==> src/rtl/spi_rx_engine_if.sv <==
// Receive-side handshake bundle for spi_rx_engine: FIFO head data, valid/ready and fill level.
// The engine drives through the master modport and the consumer uses the slave modport.
interface spi_rx_engine_if #(
    parameter int DATA_W     = 32,
    parameter int FIFO_DEPTH = 4
);
    localparam int LVL_W = $clog2(FIFO_DEPTH + 1);

    logic [DATA_W-1:0] rx_data;
    logic              rx_vld;
    logic              rx_rdy;
    logic [LVL_W-1:0]  rx_level;

    modport master (
        output rx_data,
        output rx_vld,
        output rx_level,
        input  rx_rdy
    );

    modport slave (
        input  rx_data,
        input  rx_vld,
        input  rx_level,
        output rx_rdy
    );
endinterface

==> src/rtl/spi_rx_engine.sv <==
// SPI receive datapath: samples sdi on the mode-selected SCLK strobe, assembles 1..DATA_W-bit frames
// and buffers them in a first-word fall-through FIFO drained over the valid/ready bundle.
module spi_rx_engine #(
    parameter int DATA_W     = 32,
    parameter int FIFO_DEPTH = 4,
    parameter int LEN_W      = $clog2(DATA_W + 1)
) (
    input  logic             clk_i,
    input  logic             rst_i,
    input  logic             cfg_cpol_i,
    input  logic             cfg_cpha_i,
    input  logic             cfg_lsb_first_i,
    input  logic [LEN_W-1:0] cfg_frame_len_i,
    input  logic             cs_active_i,
    input  logic             sclk_rise_i,
    input  logic             sclk_fall_i,
    input  logic             sdi_i,
    input  logic             ovf_clr_i,
    spi_rx_engine_if.master  rx_if,
    output logic             rx_ovf_o,
    output logic             frame_abort_o,
    output logic             busy_o
);
    localparam int IDX_W = $clog2(DATA_W);
    localparam int PTR_W = $clog2(FIFO_DEPTH);
    localparam int LVL_W = $clog2(FIFO_DEPTH + 1);
    localparam logic [LEN_W-1:0] LEN_MAX  = LEN_W'(DATA_W);
    localparam logic [LEN_W-1:0] LEN_ONE  = LEN_W'(1);
    localparam logic [PTR_W-1:0] PTR_ONE  = PTR_W'(1);
    localparam logic [LVL_W-1:0] LVL_ONE  = LVL_W'(1);
    localparam logic [LVL_W-1:0] LVL_FULL = LVL_W'(FIFO_DEPTH);

    typedef enum logic {IDLE, SHIFT} state_t;

    state_t            state_q, state_d;
    logic              cpol_q, cpol_d, cpha_q, cpha_d, lsb_q, lsb_d;
    logic [LEN_W-1:0]  len_q, len_d;
    logic [DATA_W-1:0] sr_q, sr_d, sr_shift;
    logic [LEN_W-1:0]  bit_cnt_q, bit_cnt_d;
    logic              abort_q, abort_d;
    logic              act_cpol, act_cpha, act_lsb, sample;
    logic [LEN_W-1:0]  act_len, in_len;
    logic              push;
    logic [DATA_W-1:0] push_data;

    logic [DATA_W-1:0] mem [FIFO_DEPTH];
    logic [PTR_W-1:0]  wr_ptr, rd_ptr;
    logic [LVL_W-1:0]  level;
    logic              full, empty, pop, wr_en, ovf_set;

    assign in_len = (cfg_frame_len_i == '0 || cfg_frame_len_i > LEN_MAX) ? LEN_MAX : cfg_frame_len_i;

    always_ff @(posedge clk_i or posedge rst_i) begin
        if (rst_i) begin
            state_q   <= IDLE;
            cpol_q    <= 1'b0;
            cpha_q    <= 1'b0;
            lsb_q     <= 1'b0;
            len_q     <= '0;
            sr_q      <= '0;
            bit_cnt_q <= '0;
            abort_q   <= 1'b0;
        end else begin
            state_q   <= state_d;
            cpol_q    <= cpol_d;
            cpha_q    <= cpha_d;
            lsb_q     <= lsb_d;
            len_q     <= len_d;
            sr_q      <= sr_d;
            bit_cnt_q <= bit_cnt_d;
            abort_q   <= abort_d;
        end
    end

    // In IDLE the live config applies so an edge coinciding with cs assertion is captured as bit 0.
    always_comb begin
        state_d   = state_q;
        cpol_d    = cpol_q;
        cpha_d    = cpha_q;
        lsb_d     = lsb_q;
        len_d     = len_q;
        sr_d      = sr_q;
        bit_cnt_d = bit_cnt_q;
        abort_d   = 1'b0;
        push      = 1'b0;
        push_data = '0;
        sample    = 1'b0;
        act_cpol  = cpol_q;
        act_cpha  = cpha_q;
        act_lsb   = lsb_q;
        act_len   = len_q;
        if (state_q == IDLE) begin
            act_cpol = cfg_cpol_i;
            act_cpha = cfg_cpha_i;
            act_lsb  = cfg_lsb_first_i;
            act_len  = in_len;
        end

        case (state_q)
            IDLE: begin
                if (cs_active_i) begin
                    state_d = SHIFT;
                    cpol_d  = cfg_cpol_i;
                    cpha_d  = cfg_cpha_i;
                    lsb_d   = cfg_lsb_first_i;
                    len_d   = in_len;
                    sample  = (act_cpol == act_cpha) ? sclk_rise_i : sclk_fall_i;
                end
            end
            SHIFT: begin
                if (!cs_active_i) begin
                    state_d   = IDLE;
                    abort_d   = (bit_cnt_q != '0);
                    sr_d      = '0;
                    bit_cnt_d = '0;
                end else begin
                    sample = (act_cpol == act_cpha) ? sclk_rise_i : sclk_fall_i;
                end
            end
            default: state_d = IDLE;
        endcase

        sr_shift = {sr_q[DATA_W-2:0], sdi_i};
        if (act_lsb) begin
            sr_shift = sr_q;
            sr_shift[bit_cnt_q[IDX_W-1:0]] = sdi_i;
        end

        if (sample) begin
            if (bit_cnt_q == act_len - LEN_ONE) begin
                push      = 1'b1;
                push_data = sr_shift;
                sr_d      = '0;
                bit_cnt_d = '0;
            end else begin
                sr_d      = sr_shift;
                bit_cnt_d = bit_cnt_q + LEN_ONE;
            end
        end
    end

    assign full    = (level == LVL_FULL);
    assign empty   = (level == '0);
    assign pop     = !empty && rx_if.rx_rdy;
    assign wr_en   = push && (!full || pop);
    assign ovf_set = push && full && !pop;

    always_ff @(posedge clk_i) begin
        if (wr_en) mem[wr_ptr] <= push_data;
    end

    // Overflow set takes priority over a same-cycle clear request.
    always_ff @(posedge clk_i or posedge rst_i) begin
        if (rst_i) begin
            wr_ptr   <= '0;
            rd_ptr   <= '0;
            level    <= '0;
            rx_ovf_o <= 1'b0;
        end else begin
            if (wr_en) wr_ptr <= wr_ptr + PTR_ONE;
            if (pop)   rd_ptr <= rd_ptr + PTR_ONE;
            case ({wr_en, pop})
                2'b10:   level <= level + LVL_ONE;
                2'b01:   level <= level - LVL_ONE;
                default: level <= level;
            endcase
            if (ovf_set)        rx_ovf_o <= 1'b1;
            else if (ovf_clr_i) rx_ovf_o <= 1'b0;
        end
    end

    assign rx_if.rx_data  = empty ? '0 : mem[rd_ptr];
    assign rx_if.rx_vld   = !empty;
    assign rx_if.rx_level = level;
    assign frame_abort_o  = abort_q;
    assign busy_o         = (state_q == SHIFT);
endmodule
==> src/flat_wrapper.sv <==
// flat-port wrapper written by rule: the top's interface ports become plain ports
module spi_rx_engine_flat 
#(
    parameter int DATA_W     = 32,
    parameter int FIFO_DEPTH = 4,
    parameter int LEN_W      = $clog2(DATA_W + 1)
)
  (clk_i, rst_i, cfg_cpol_i, cfg_cpha_i, cfg_lsb_first_i, cfg_frame_len_i, cs_active_i, sclk_rise_i, sclk_fall_i, sdi_i, ovf_clr_i, rx_ovf_o, frame_abort_o, busy_o, rx_if_rx_data, rx_if_rx_vld, rx_if_rx_level, rx_if_rx_rdy);
  spi_rx_engine_if #(.DATA_W(DATA_W), .FIFO_DEPTH(FIFO_DEPTH)) rx_if_i ();
  input  logic clk_i;
  input  logic rst_i;
  input  logic cfg_cpol_i;
  input  logic cfg_cpha_i;
  input  logic cfg_lsb_first_i;
  input  logic [LEN_W-1:0] cfg_frame_len_i;
  input  logic cs_active_i;
  input  logic sclk_rise_i;
  input  logic sclk_fall_i;
  input  logic sdi_i;
  input  logic ovf_clr_i;
  output logic rx_ovf_o;
  output logic frame_abort_o;
  output logic busy_o;
  output wire logic [$bits(rx_if_i.rx_data)-1:0] rx_if_rx_data;
  output wire logic [$bits(rx_if_i.rx_vld)-1:0] rx_if_rx_vld;
  output wire logic [$bits(rx_if_i.rx_level)-1:0] rx_if_rx_level;
  input wire logic [$bits(rx_if_i.rx_rdy)-1:0] rx_if_rx_rdy;
  assign rx_if_rx_data = rx_if_i.rx_data;
  assign rx_if_rx_vld = rx_if_i.rx_vld;
  assign rx_if_rx_level = rx_if_i.rx_level;
  assign rx_if_i.rx_rdy = rx_if_rx_rdy;
  spi_rx_engine #(.DATA_W(DATA_W), .FIFO_DEPTH(FIFO_DEPTH), .LEN_W(LEN_W)) u_core (.clk_i(clk_i), .rst_i(rst_i), .cfg_cpol_i(cfg_cpol_i), .cfg_cpha_i(cfg_cpha_i), .cfg_lsb_first_i(cfg_lsb_first_i), .cfg_frame_len_i(cfg_frame_len_i), .cs_active_i(cs_active_i), .sclk_rise_i(sclk_rise_i), .sclk_fall_i(sclk_fall_i), .sdi_i(sdi_i), .ovf_clr_i(ovf_clr_i), .rx_if(rx_if_i), .rx_ovf_o(rx_ovf_o), .frame_abort_o(frame_abort_o), .busy_o(busy_o));
endmodule
==> config.mk <==
export PLATFORM = sky130hd
export DESIGN_NAME = spi_rx_engine_flat
export DESIGN_NICKNAME = d
export VERILOG_FILES = /design/src/rtl/spi_rx_engine_if.sv /design/src/rtl/spi_rx_engine.sv /design/src/flat_wrapper.sv
export SDC_FILE = /design/constraint.sdc
export NUM_CORES = 1
export LEC_CHECK = 0
export ABC_CLOCK_PERIOD_IN_PS = 3500
export CAP_MARGIN = 15
export CORE_MARGIN = 1
export CORE_UTILIZATION = 54
export DETAILED_ROUTE_END_ITERATION = 10
export PLACE_DENSITY_LB_ADDON = 0.08
export SYNTH_ARGS = -nofsm -noshare
export SYNTH_HDL_FRONTEND = slang
export SYNTH_SLANG_ARGS = --single-unit
==> constraint.sdc <==
create_clock -name clk_i -period 3.5 [get_ports clk_i]
set_input_delay 1.05 -clock clk_i [delete_from_list [all_inputs] [get_ports clk_i]]
set_output_delay 1.05 -clock clk_i [all_outputs]
set_load 0.005 [all_outputs]
### After elaboration in Yosys (flattened, before gate mapping)

Memory sizes are Yosys's and may differ from the RTL's.
Cells that the tools add are included.

| word-level totals | value |
|---|---|
| register bits | 57 |
| bits in writable memories | 128 |
| bits of input ports | 17 |
| output and inout port bits | 39 |
| word-level logic and storage cells | 79 |
| memories kept | 1 |

| cells by class | value |
|---|---|
| add/sub/neg operators | 6 |
| order comparisons | 3 |
| equality and inequality tests | 6 |
| mux-type cells | 32 |
| bitwise operators | 1 |
| reduce and logical (&&, ||, !) cells | 18 |

Memory list:

| name | depth | width | rd ports | clocked after memory_dff | write ports | RTL line | text |
|---|---|---|---|---|---|---|---|
| u_core.mem | 4 | 32 | 1 | 0 | 1 | spi_rx_engine.sv:46 | `logic [DATA_W-1:0] mem [FIFO_DEPTH];` |

Operator list:

| operator | count |
|---|---|
| 32-bit 2-to-1 mux | 8 |
| 6-bit 2-to-1 mux | 6 |
| 32-bit bitwise mux | 1 |
| 1-bit 2-to-1 mux | 15 |
| 6-bit by 1-bit adder with 6-bit output (second input constant) | 1 |
| 6-bit equality test | 1 |
| 6-bit > comparator (second input constant) | 1 |
| 6-bit logical NOT | 1 |
| 5-bit by 6-bit less-than comparator with 1-bit output (second input constant) | 1 |
| 3-bit case mux with 2 select lines | 1 |
| 2-bit nonzero test | 3 |
| 6-bit nonzero test | 1 |
| 6-bit by 1-bit subtractor with 6-bit output (second input constant) | 1 |
| 1-bit demux with 5-bit select | 1 |
| 5-bit by 1-bit greater-or-equal comparator with 1-bit output (second input constant) | 1 |
| 1-bit logical AND | 5 |
| 2-bit by 1-bit adder with 2-bit output (second input constant) | 2 |
| 2-bit AND reduction | 2 |
| 3-bit by 1-bit adder with 3-bit output (second input constant) | 1 |
| 3-bit equality test (second input constant) | 1 |
| 1-bit logical NOT | 3 |
| 3-bit logical NOT | 1 |
| 3-bit by 1-bit subtractor with 3-bit output (second input constant) | 1 |
| 2-bit by 1-bit equality test with 1-bit output (second input constant) | 1 |
| other kinds (5) | 6 |

### Logic depth before layout (Yosys ltp)

| depth | value |
|---|---|
| depth in word-level cells | 11 |
| depth in mapped cells | 17 |
| depth with buffers taken out | 16 |

### Worst setup path after synthesis

OpenSTA, ideal clock, no wires.

| timing | value |
|---|---|
| path kind | input-to-reg |
| start point | input cfg_frame_len_i[5] |
| end point | memory u_core.mem[0][0] (enable) |
| library setup time | 0.392 ns |
| data arrival time | 4.100 ns |
| required time | 3.108 ns |
| path slack | -0.992 ns |
| stages | 11 |
| buffers on the path | 1 |
| cell sequence | buf_6 -> nor3b_1 -> a21oi_1 -> ha_1 -> xnor2_1 -> a2111oi_1 -> nor2_1 -> o22ai_4 -> nand2_4 -> nor3_1 -> and2_1 |

| between the ends | value |
|---|---|
| word-level cells in the longest chain between the ends | 11 |
| elaborated cells between the ends (all ways) | 12 |
| those cells by class | add/sub (1); order compare (1); eq/ne (1); mux (6); reduce/logical (3) |

Ends and longest elaborated chain:

| element | RTL line | text |
|---|---|---|
| start: declaration | flat_wrapper.sv:15 | `input logic [LEN_W-1:0] cfg_frame_len_i;` |
| 6-bit > comparator / 6-bit logical NOT (equally long branches) | spi_rx_engine.sv:51 | `assign in_len = (cfg_frame_len_i == '0 \|\| cfg_frame_len_i > LEN_MAX) ? LEN_MAX : cfg_frame_len_i;` |
| 1-bit logical OR | spi_rx_engine.sv:51 |  |
| 6-bit 2-to-1 mux (*) | spi_rx_engine.sv:51 |  |
| 6-bit 2-to-1 mux (*) | spi_rx_engine.sv:92 | `if (state_q == IDLE) begin` |
| 6-bit by 1-bit subtractor with 6-bit output (*) | spi_rx_engine.sv:130 | `if (bit_cnt_q == act_len - LEN_ONE) begin` |
| 6-bit equality test (*) | spi_rx_engine.sv:130 |  |
| 1-bit 2-to-1 mux (*) | spi_rx_engine.sv:130 |  |
| 1-bit 2-to-1 mux (*) | spi_rx_engine.sv:129 | `if (sample) begin` |
| 1-bit logical AND (*) | spi_rx_engine.sv:145 | `assign wr_en = push && (!full \|\| pop);` |
| 1-bit 2-to-1 mux (*) | spi_rx_engine.sv:149 | `if (wr_en) mem[wr_ptr] <= push_data;` |
| 1-bit 2-to-1 mux (implied by the code) (*) | spi_rx_engine.sv:149 |  |
| end: declaration | spi_rx_engine.sv:46 |  |

Every way passes the cells marked *; elsewhere a longest branch is shown, timed or not.

### Worst setup path after layout

| timing | value |
|---|---|
| start point | input cfg_frame_len_i[5] |
| end point | register u_core.level[2] (netlist: u_core.rx_if.rx_level[2]) |

| between the ends | value |
|---|---|
| word-level cells in the longest chain between the ends | 11 |
| elaborated cells between the ends (all ways) | 14 |
| those cells by class | add/sub (1); order compare (1); eq/ne (3); mux (5); reduce/logical (4) |

Ends and longest elaborated chain:

| element | RTL line | text |
|---|---|---|
| 6-bit > comparator / 6-bit logical NOT (equally long branches) | spi_rx_engine.sv:51 |  |
| 1-bit logical OR | spi_rx_engine.sv:51 |  |
| 6-bit 2-to-1 mux (*) | spi_rx_engine.sv:51 |  |
| 6-bit 2-to-1 mux (*) | spi_rx_engine.sv:92 |  |
| 6-bit by 1-bit subtractor with 6-bit output (*) | spi_rx_engine.sv:130 |  |
| 6-bit equality test (*) | spi_rx_engine.sv:130 |  |
| 1-bit 2-to-1 mux (*) | spi_rx_engine.sv:130 |  |
| 1-bit 2-to-1 mux (*) | spi_rx_engine.sv:129 |  |
| 1-bit logical AND (*) | spi_rx_engine.sv:145 |  |
| 2-bit by 1-bit equality test with 1-bit output / 2-bit equality test (equally long branches) | spi_rx_engine.sv:162 | `case ({wr_en, pop})` |
| 3-bit case mux with 2 select lines / 2-bit nonzero test (equally long branches) | -- |  |
| end signal: assignment | spi_rx_engine.sv:163 | `2'b10: level <= level + LVL_ONE;` |
| end signal: assignment | spi_rx_engine.sv:164 | `2'b01: level <= level - LVL_ONE;` |
| end signal: assignment | spi_rx_engine.sv:165 | `default: level <= level;` |
| end: declaration | spi_rx_engine.sv:48 | `logic [LVL_W-1:0] level;` |

Marked as above.
A chain may end at the register's enable or synchronous reset.

==> qor.csv <==
metric;value;unit
flops & latches, synth;185;
Max stage delay on crit path;0.47;ns
Worst Hold Class;reg -> reg;
# setup viols final;0;
Worst Setup Start Kind;input port;
Clock Skew;0.00793;ns
post-synthesis sequential area ratio;59.0;%
R2R Setup Slk;0.27;ns
Async SR Flop Fraction;30.8;%
Die Wd;131;µm
CTS clock-pin slew for the worst setup and hold paths;0.07;ns
Adder-Cell Fraction of Synth Area;1.49;%
number of remaining DRC errors;0;
Synth Area in Compound Gates;9.74;%
grt met3 use;3.71;%
drt first-iter violations;435;
vias in the first global route;5681;
total CTS buffers;17;
insertion delay to the later sink of the worst-skew pair;0.43;ns
hold-fix buffers at CTS;0;
Post-Synth Simple-Gate Area;13.3;%
synthesized area;8930;µm²
EDFF count, synth;128;
Die Y;131;µm
area of the core;16000;µm²
final cycle utilization of the critical path;98.5;%
Rel. slew slack;50.1;%
Max Cap Viol;0;
worst path required time;3.81;ns
Main synth FF type;edfxtp_1;
cells along the critical path;buf_8 > nand2b_4 > nor2_2 > a21oi_1 > ha_1 > xnor2_2 > a2111oi_4 > o211ai_1 > o22ai_4 > nand2_4 > nor2_4 > nor2_4 > fa_2 > or4b_4 > o311a_1 > a311o_1;
die area;17000;µm²
reg-to-reg startpoint;u_core.busy_o;
synthesized instance count;671;
worst reg2reg path depth;14;
initial antenna violation count;0;
worst path arrival time;3.76;ns
IO buf count;55;
Fmax achieved;290;MHz
outcome;complete, no violations;
Area contributors post-synth;edfxtp_1 (43%), dfrtp_1 (16%), mux4_2 (8.1%);
met1 Use GR;31.5;%
gr ovfl total;0;
via count;5771;
Yosys Warn Count;0;
clk buf depth;2;
gr usage total;23.6;%
Final Hold Fails;0;
net count after synthesis;698;
clk root buf;clkbuf_16;
Yosys cell types;58;
hold endpoint;u_core.lsb_q;
final core utilization;67.5;%
Leak;0.00444;µW
row count;46;
Post-DP HPWL;12400;µm
pwr dens;578;nW/µm²
Critical Path End Type;flop;
GPL Wtd Cong;0.827;
Mapped Avg Cell Area;13.3;µm²
vias per cell;5.90;
Tightest Pin Transition;0.743;ns
post-route ant nets;0;
Place WS;-0.987;ns
H-tree lvl count;4;
VDD IR-drop max;0.372;mV
Fill cells;1214;
slowest CP cell;or4b_4;
Hold Path Cell Cnt;1;
CP Class;in -> reg;
Antenna Cells;0;
Syn-to-layout area delta;21.0;%
worst hold start;u_core.lsb_q;
RSZ-0062 raised after global routing;true;
most common cell after layout, fill and taps aside;edfxtp_1;
pin count of the biggest net entering global routing;65;
first-pass GRT wire length;30100;µm
Avg WL per Cell;19.3;µm
TritonRoute pass-1 iters;4;
Final WS setup;0.0529;ns
final wirelength;18900;µm
Sink Count;185;
GR peak layer;met2;
share of cells above drive strength 1;21.4;%
dominant cell type by area after synthesis;edfxtp_1;
fin. max-slew vios;0;
Tmin final;3.45;ns
Initial Util;55.8;%
CTS tree;built;
Fin Hold WS;0.506;ns
most frequent cells in the layout;edfxtp_1 (128), nor2_1 (56), dfrtp_1 (56);
global routing usage on met2;39.9;%
Post-Synth XOR/XNOR Area;1.07;%
post-synthesis mux area share;12.4;%
r2r endpoint;u_core.rx_if.rx_level[2];
IO Pins;56;
largest family of logic cells by synthesized area;simple AND/OR/NAND/NOR gates;
nets;776;
Synth top area share;43.1;%
CP max FO;5;
most frequent CP cell;nor2_4;
logic make-up after synthesis:
kind of cell               after synthesis
adders and majority gates               10
DFF                                    185
muxes                                   70
buffers and inverters                   62
xor gates and xnor gates                10
AOI/OAI and AO/OA                      110
and+or+nand+nor                        224
registers in the layout, indices dropped and copies added, names as in the netlist:
| name | cells |
|---|---|
| u_core.len_q | 6 |
| u_core.bit_cnt_q | 6 |
| u_core.wr_ptr | 2 |
| u_core.cpol_q | 1 |
| u_core.lsb_q | 1 |
| u_core.sr_q | 32 |
| u_core.rd_ptr | 2 |
| u_core.frame_abort_o | 1 |
| u_core.rx_if.rx_level | 3 |
| u_core.cpha_q | 1 |
| u_core.busy_o | 1 |
| u_core.mem | 128 |
| u_core.rx_ovf_o | 1 |
cells in the mapped netlist, drive strengths merged, types with 2 or more instances:
master	instances
edfxtp	128
nor2	59
dfrtp	57
clkbuf	43
and2	37
nand2	36
and3	35
a22o	32
mux2i	32
mux4	32
a211oi	28
nand3	22
o21ai	17
nand2b	12
inv	10
buf	9
ha	9
a311oi	7
a31oi	7
xnor2	7
mux2	6
a21oi	5
nand4	4
nor3	4
o22ai	4
or3b	3
xor2	3
and4bb	2
nand3b	2
nor3b	2
o211ai	2
how the worst max path moves through the flow:
stage | startpoint | endpoint | cells past startpoint
finish | cfg_frame_len_i[5] | u_core.rx_if.rx_level[2] | 16
global route | cfg_frame_len_i[5] | u_core.rx_if.rx_level[2] | 16
CTS | cfg_frame_len_i[5] | u_core.rx_if.rx_level[2] | 16
detailed placement | cfg_frame_len_i[5] | u_core.rx_if.rx_level[2] | 16
global placement | cfg_frame_len_i[5] | u_core.rx_if.rx_level[2] | 16
floorplan | cfg_frame_len_i[5] | u_core.rx_if.rx_level[2] | 14
per-layer routing:
layer / share of wire, % / up-vias
met4: 1.6 / 0
met5: 0 / -
met1: 44 / 2901
met2: 51 / 148
met3: 3.7 / 20
li1: - / 2702
power breakdown:
| group | switching, µW | total [µW] | internal (µW) |
|---|---|---|---|
| clock network | 816 | 1950 | 1140 |
| logic | 883 | 1650 | 772 |
| registers | 171 | 2640 | 2470 |
| total | 1870 | 6250 | 4380 |
metrics by stage:
stage | area, µm² | TNS, ns | total power [µW] | std cells
3_3_place_gp | 10100 | -137.24 | 4250 | 939
2_1_floorplan | 8960 | -49.56 | 3740 | 671
3_5_place_dp | 10100 | -162.62 | 4300 | 939
5_1_grt | 10800 | -0.0903 | 6540 | 978
4_1_cts | 10800 | -0.0509 | 6300 | 977
6_report | 10800 | 0 | 6250 | 978
final cells by class:
class	instances	area, µm²	area share, %
Clock buffer	20	437	4.04
Clock inverter	12	164	1.52
Inverter	10	37.5	0.347
Multi-Input combinational cell	424	3500	32.4
Sequential cell	185	5270	48.8
Tap cell	216	270	2.50
Timing Repair Buffer	111	1120	10.4
critical path, delay by kind of cell:
kind	cells	cell delay, ns
adders and majority gates	2	0.53
and+or+nand+nor	6	0.91
xor gates and xnor gates	1	0.24
AOI/OAI and AO/OA	6	0.91
buffers and inverters	1	0.11
repair_timing:
item,4_1_cts,5_1_grt
gates cloned,1,0
setup endpoints to repair,167,133
buffers inserted,5,1
resized for setup,29,2
pin swaps,15,8
(Power assumes the default switching activity.)
